--- src/rtl/cdb_pkg.sv ---
// Shared constants and bus type for the common data bus arbiter.
// Optional feature macro: CDB_ROUND_ROBIN_EN (see cdb_rr_picker).
package cdb_pkg;

  localparam int CDB_TAG_W  = 5;
  localparam int CDB_DATA_W = 32;

  localparam logic [CDB_TAG_W-1:0] INVALID_TAG = '1;

  typedef struct packed {
    logic                  broadcast;
    logic [CDB_TAG_W-1:0]  tag;
    logic [CDB_DATA_W-1:0] val;
  } cdb_bus_t;

endpackage

--- src/rtl/cdb_rr_picker.sv ---
// One-hot winner selection for the CDB. CDB_ROUND_ROBIN_EN selects round robin
// starting after last_grant; otherwise fixed priority, lowest index wins.
module cdb_rr_picker
  import cdb_pkg::*;
#(
  parameter int NUM_UNITS = 5,
  parameter int LG_W      = 3
) (
  input  logic [NUM_UNITS-1:0] request,
  input  logic [LG_W-1:0]      last_grant,
  output logic [NUM_UNITS-1:0] grant
);

`ifdef CDB_ROUND_ROBIN_EN
  always_comb begin
    int   idx;
    logic found;
    grant = '0;
    found = 1'b0;
    idx   = 0;
    for (int off = 1; off <= NUM_UNITS; off++) begin
      idx = (int'(last_grant) + off) % NUM_UNITS;
      if (!found && request[idx]) begin
        grant[idx] = 1'b1;
        found      = 1'b1;
      end
    end
  end
`else
  // Pointer is still kept by the parent but plays no part in fixed priority.
  logic unused_last_grant;
  assign unused_last_grant = ^last_grant;

  always_comb begin
    logic found;
    grant = '0;
    found = 1'b0;
    for (int i = 0; i < NUM_UNITS; i++) begin
      if (!found && request[i]) begin
        grant[i] = 1'b1;
        found    = 1'b1;
      end
    end
  end
`endif

endmodule

--- src/rtl/cdb_arbiter.sv ---
// Common data bus arbiter: grants one functional unit per cycle and registers
// its tag/value onto the broadcast bus. Macro CDB_ROUND_ROBIN_EN enables round robin.
module cdb_arbiter
  import cdb_pkg::*;
#(
  parameter int NUM_UNITS = 5,
  parameter int TAG_W     = CDB_TAG_W,
  parameter int DATA_W    = CDB_DATA_W
) (
  input  logic                        clk,
  input  logic                        rst,
  input  logic [NUM_UNITS-1:0]        in_request,
  input  logic [NUM_UNITS*TAG_W-1:0]  in_tag,
  input  logic [NUM_UNITS*DATA_W-1:0] in_val,
  output logic [NUM_UNITS-1:0]        out_grant,
  output logic                        out_broadcast,
  output logic [TAG_W-1:0]            out_tag,
  output logic [DATA_W-1:0]           out_val
);

  localparam int LG_W = (NUM_UNITS > 1) ? $clog2(NUM_UNITS) : 1;
  localparam logic [TAG_W-1:0] INV_TAG = {TAG_W{1'b1}};

  logic [NUM_UNITS-1:0] pick_p0;
  logic [LG_W-1:0]      last_grant;
  logic [TAG_W-1:0]     sel_tag_p0;
  logic [DATA_W-1:0]    sel_val_p0;
  logic [LG_W-1:0]      sel_idx_p0;
  logic                 gnt_any_p0;

  logic                 vld_p1;
  logic [TAG_W-1:0]     tag_p1;
  logic [DATA_W-1:0]    val_p1;

  cdb_rr_picker #(
    .NUM_UNITS (NUM_UNITS),
    .LG_W      (LG_W)
  ) u_picker (
    .request    (in_request),
    .last_grant (last_grant),
    .grant      (pick_p0)
  );

  // Stage p0: grant is suppressed during reset so no unit sees an acceptance.
  assign out_grant  = rst ? '0 : pick_p0;
  assign gnt_any_p0 = |out_grant;

  always_comb begin
    sel_tag_p0 = '0;
    sel_val_p0 = '0;
    sel_idx_p0 = '0;
    for (int i = 0; i < NUM_UNITS; i++) begin
      if (out_grant[i]) begin
        sel_tag_p0 = in_tag[i*TAG_W +: TAG_W];
        sel_val_p0 = in_val[i*DATA_W +: DATA_W];
        sel_idx_p0 = LG_W'(i);
      end
    end
  end

  // Stage p1: broadcast register; an invalid tag is consumed but not published.
  always_ff @(posedge clk) begin
    if (rst) begin
      vld_p1     <= 1'b0;
      tag_p1     <= INV_TAG;
      val_p1     <= '0;
      last_grant <= LG_W'(NUM_UNITS - 1);
    end else if (gnt_any_p0) begin
      vld_p1     <= (sel_tag_p0 != INV_TAG);
      tag_p1     <= sel_tag_p0;
      val_p1     <= sel_val_p0;
      last_grant <= sel_idx_p0;
    end else begin
      vld_p1     <= 1'b0;
      tag_p1     <= INV_TAG;
    end
  end

  assign out_broadcast = vld_p1;
  assign out_tag       = tag_p1;
  assign out_val       = val_p1;

endmodule

--- config.mk ---
export PLATFORM = sky130hd
export DESIGN_NAME = cdb_arbiter
export DESIGN_NICKNAME = d
export VERILOG_FILES = /design/src/rtl/cdb_pkg.sv /design/src/rtl/cdb_rr_picker.sv /design/src/rtl/cdb_arbiter.sv
export SDC_FILE = /design/constraint.sdc
export NUM_CORES = 1
export LEC_CHECK = 0
export BUFFER_PORTS_ARGS = -buffer_cell sky130_fd_sc_hd__clkbuf_2
export CORE_AREA = 3 3 90 92
export CTS_CLUSTER_SIZE = 8
export DETAILED_ROUTE_END_ITERATION = 8
export DIE_AREA = 0 0 93 95
export PLACE_DENSITY = 0.74
export SYNTH_ARGS = -nofsm -noshare
export SYNTH_HDL_FRONTEND = slang
export SYNTH_SLANG_ARGS = --single-unit
--- constraint.sdc ---
create_clock -name clk -period 2.1 [get_ports clk]
set_input_delay 0.42 -clock clk [delete_from_list [all_inputs] [get_ports clk]]
set_output_delay 0.42 -clock clk [all_outputs]
set_load 0.05 [all_outputs]
==> reports/metrics.yaml <==
logic_synthesis:
  synth_area_um2: 2690
  ys_warn_count: 0
  synth_async_sr_flop_share: 0
  syn_nets: 543
  yosysTopAreaCell: "dfxtp_1"
  synth.distinct_cells: 31
  synth_edf_count: 0
  seq_area_frac_synth: 0.283
  synth_area_leaders: "dfxtp_1 (28%), a21oi_1 (19%), a221o_1 (13%), mux2i_1 (12%), nand2_1 (10%)"
  synth_top_area_frac: 0.283
  synthMuxAreaShare: 0.119
  synth_compound_area_frac: 0.348
  yosys.area_share.adder: 0
  netlist_instances: 351
  avgSynthCellArea_um2: 7.66
  synth_ff_type: "dfxtp_1"
  ys_ff_latch: 38
  synthSimpleGateAreaFrac: 0.163
  synth_top_family_by_area: "compound AO/OA/AOI/OAI gates"
  synth_xor_area_frac: 0
worst_setup_path:
  regToRegSetupSlack_ps: 1220
  worst_path_max_delay_cell: "clkbuf_2"
  rr_worst_depth: 4
  max_stage_delay_ps: 320
  crit_chain: "clkbuf_2 -> nor3_4 -> and3b_1 -> clkbuf_2"
  cpLargestDelayFamily: "simple AND/OR/NAND/NOR gates"
  cp_max_fo: 11
  timing.rr.start: "out_val[27]"
  end_kind: "output pin"
  path_buf_inv: 2
  cp.depth: 4
  worstPathArrival_ps: 1520
  crit_top_cell: "clkbuf_2"
  critPathKind: "primary input to output pin"
  startpoint_type: "primary input"
  crit_path_start: "in_request[1]"
  rr_endpoint: "out_val[27]"
  crit_path_end: "out_grant[3]"
  critPathRequiredTime_ps: 1680
power:
  power_mw: 2.09
  peakVddDrop_uv: 234
  power_leakage_nw: 2.09
  p_per_area_nw_per_um2: 525
layout:
  area_growth_pct: 48.4
  diodes: 0
  layout.cells.most_common_list: "clkbuf_2 (234), a21oi_1 (103), nand2_1 (73)"
  fin_area_um2: 3990
  drive_above_1_share: 0.466
  nets: 764
  final_common_cell: "clkbuf_2"
placement:
  portBuffers: 234
  dpl.hpwl_um: 8610
  gp_congestion: 0.905
  place_area_um2: 3890
grt:
  gr-total-overflow: 0
  grt_max_degree: 38
  grt_pass1_wl_um: 16300
  antenna_found_initial: 0
  grt_pass1_vias: 3443
  groute.usage.overall: 0.231
hold_path:
  worstHoldPathCells: 3
  hold_path.class: "primary input to register"
timing:
  hold_viol_final: 0
  tightest_slew_ps: 465
  grt_setup_unrepaired: "no"
  fin_hold_ws_ps: 350
  min_period_ps: 1940
  setup_viol_count_final: 0
  slew_headroom: 0.682
  maxSlewViolCount: 0
  max_freq_mhz: 515
  min_period_over_period: 0.924
  skew_ps: 0
  fin_setup_tns_ps: 0
detailed_routing:
  drtPass1Iterations: 4
  dr_total_vias: 3528
  drc: 0
  drt-initial-drc-count: 97
  ant_nets: 0
  via_per_inst: 5.25
  wl_per_cell_um: 15.9
  drt_wl_total_um: 10700
clocking:
  postCtsHoldBufs: 0
  clk_pin_slew_ps: 80
  ctsResizeCount: 0
  clock_latency_ps: 280
  cts_tree: "yes"
  numCtsBuffers: 5
  post-cts-setup-buffers: 0
  h-tree-depth: 2
  cts_sinks: 38
  clockBufferDepth: 2
  cts_root_buf: "clkbuf_8"
floorplan:
  die_y_um: 95
  die_w_um: 93
  core_um2: 7290
  initial_core_util: 0.369
  die_area_um2: 8840
  io_pins: 235
  rows: 31
run:
  max-cap-violations: 0
status:
  run_status: "completed"
-- sequential cells by signal, summed over array words and instances (netlist names) --
signal         count
out_val           32
out_broadcast      1
out_tag            5
-- worst min-delay path: stages --
cell and delay [ps]:
clkbuf_2 80, nand2_1 40, a21oi_1 50
-- power breakdown --
part	internal, mW	switching (mW)	total, mW	leakage [nW]
clock	0.264	0.262	0.526	0.0472
sequential	0.771	0.0254	0.796	0.314
combinational	0.317	0.454	0.770	1.73
-- final cells by class --
class	instances	area, um^2
Sequential cell	38	761
Fill cell	750	3300
Clock buffer	6	82.6
Tap cell	99	124
Timing Repair Buffer	251	1300
Inverter	2	7.51
Clock inverter	2	12.5
Multi-Input combinational cell	274	1700
-- cell families after synthesis --
kind of cell           after synthesis
AO/OA/AOI/OAI                      147
buffers and inverters               39
AND/OR/NAND/NOR                     95
multiplexers                        32
flip-flops                          38
-- layer usage --
| metal | share of wire | GRT usage | vias to the layer above |
|---|---|---|---|
| met1 | 0.37 | 0.249 | 1631 |
| met2 | 0.53 | 0.454 | 149 |
| met4 | 0.017 | 0.0586 | 0 |
| met3 | 0.080 | 0.0494 | 16 |
| met5 | 0 | 0 | - |
| li1 | - | - | 1732 |
-- cell usage after synthesis, types with 2 or more instances --
library cell and number:
a21oi_1 103, a221o_1 36, nor2_1 4, o21ai_0 2
buf_2 8, mux2i_1 32, buf_4 6, a21oi_2 2
buf_6 5, nand3_1 4, dfxtp_1 38, clkbuf_1 16
nand2_1 73, nand2b_1 5
-- worst min path at each step --
stage	slack (ps)	end	start
after CTS	340	out_val[3]	in_val[131]
after floorplan	550	out_tag[1]	in_tag[21]
after detailed placement	640	out_val[16]	out_val[16]
after global routing	340	out_val[3]	in_val[131]
final	350	out_val[5]	in_val[133]
after global placement	640	out_val[30]	out_val[30]
-- stage by stage --
step | cells | setup WS, ps | utilization
finish | 672 | 160 | 0.547
global placement | 664 | 91.3 | 0.534
global route | 672 | 87.6 | 0.547
detailed placement | 664 | 47.2 | 0.534
CTS | 672 | 151 | 0.547
floorplan | 351 | 8.94 | -
Note: power is estimated with default switching activity, not from simulation.
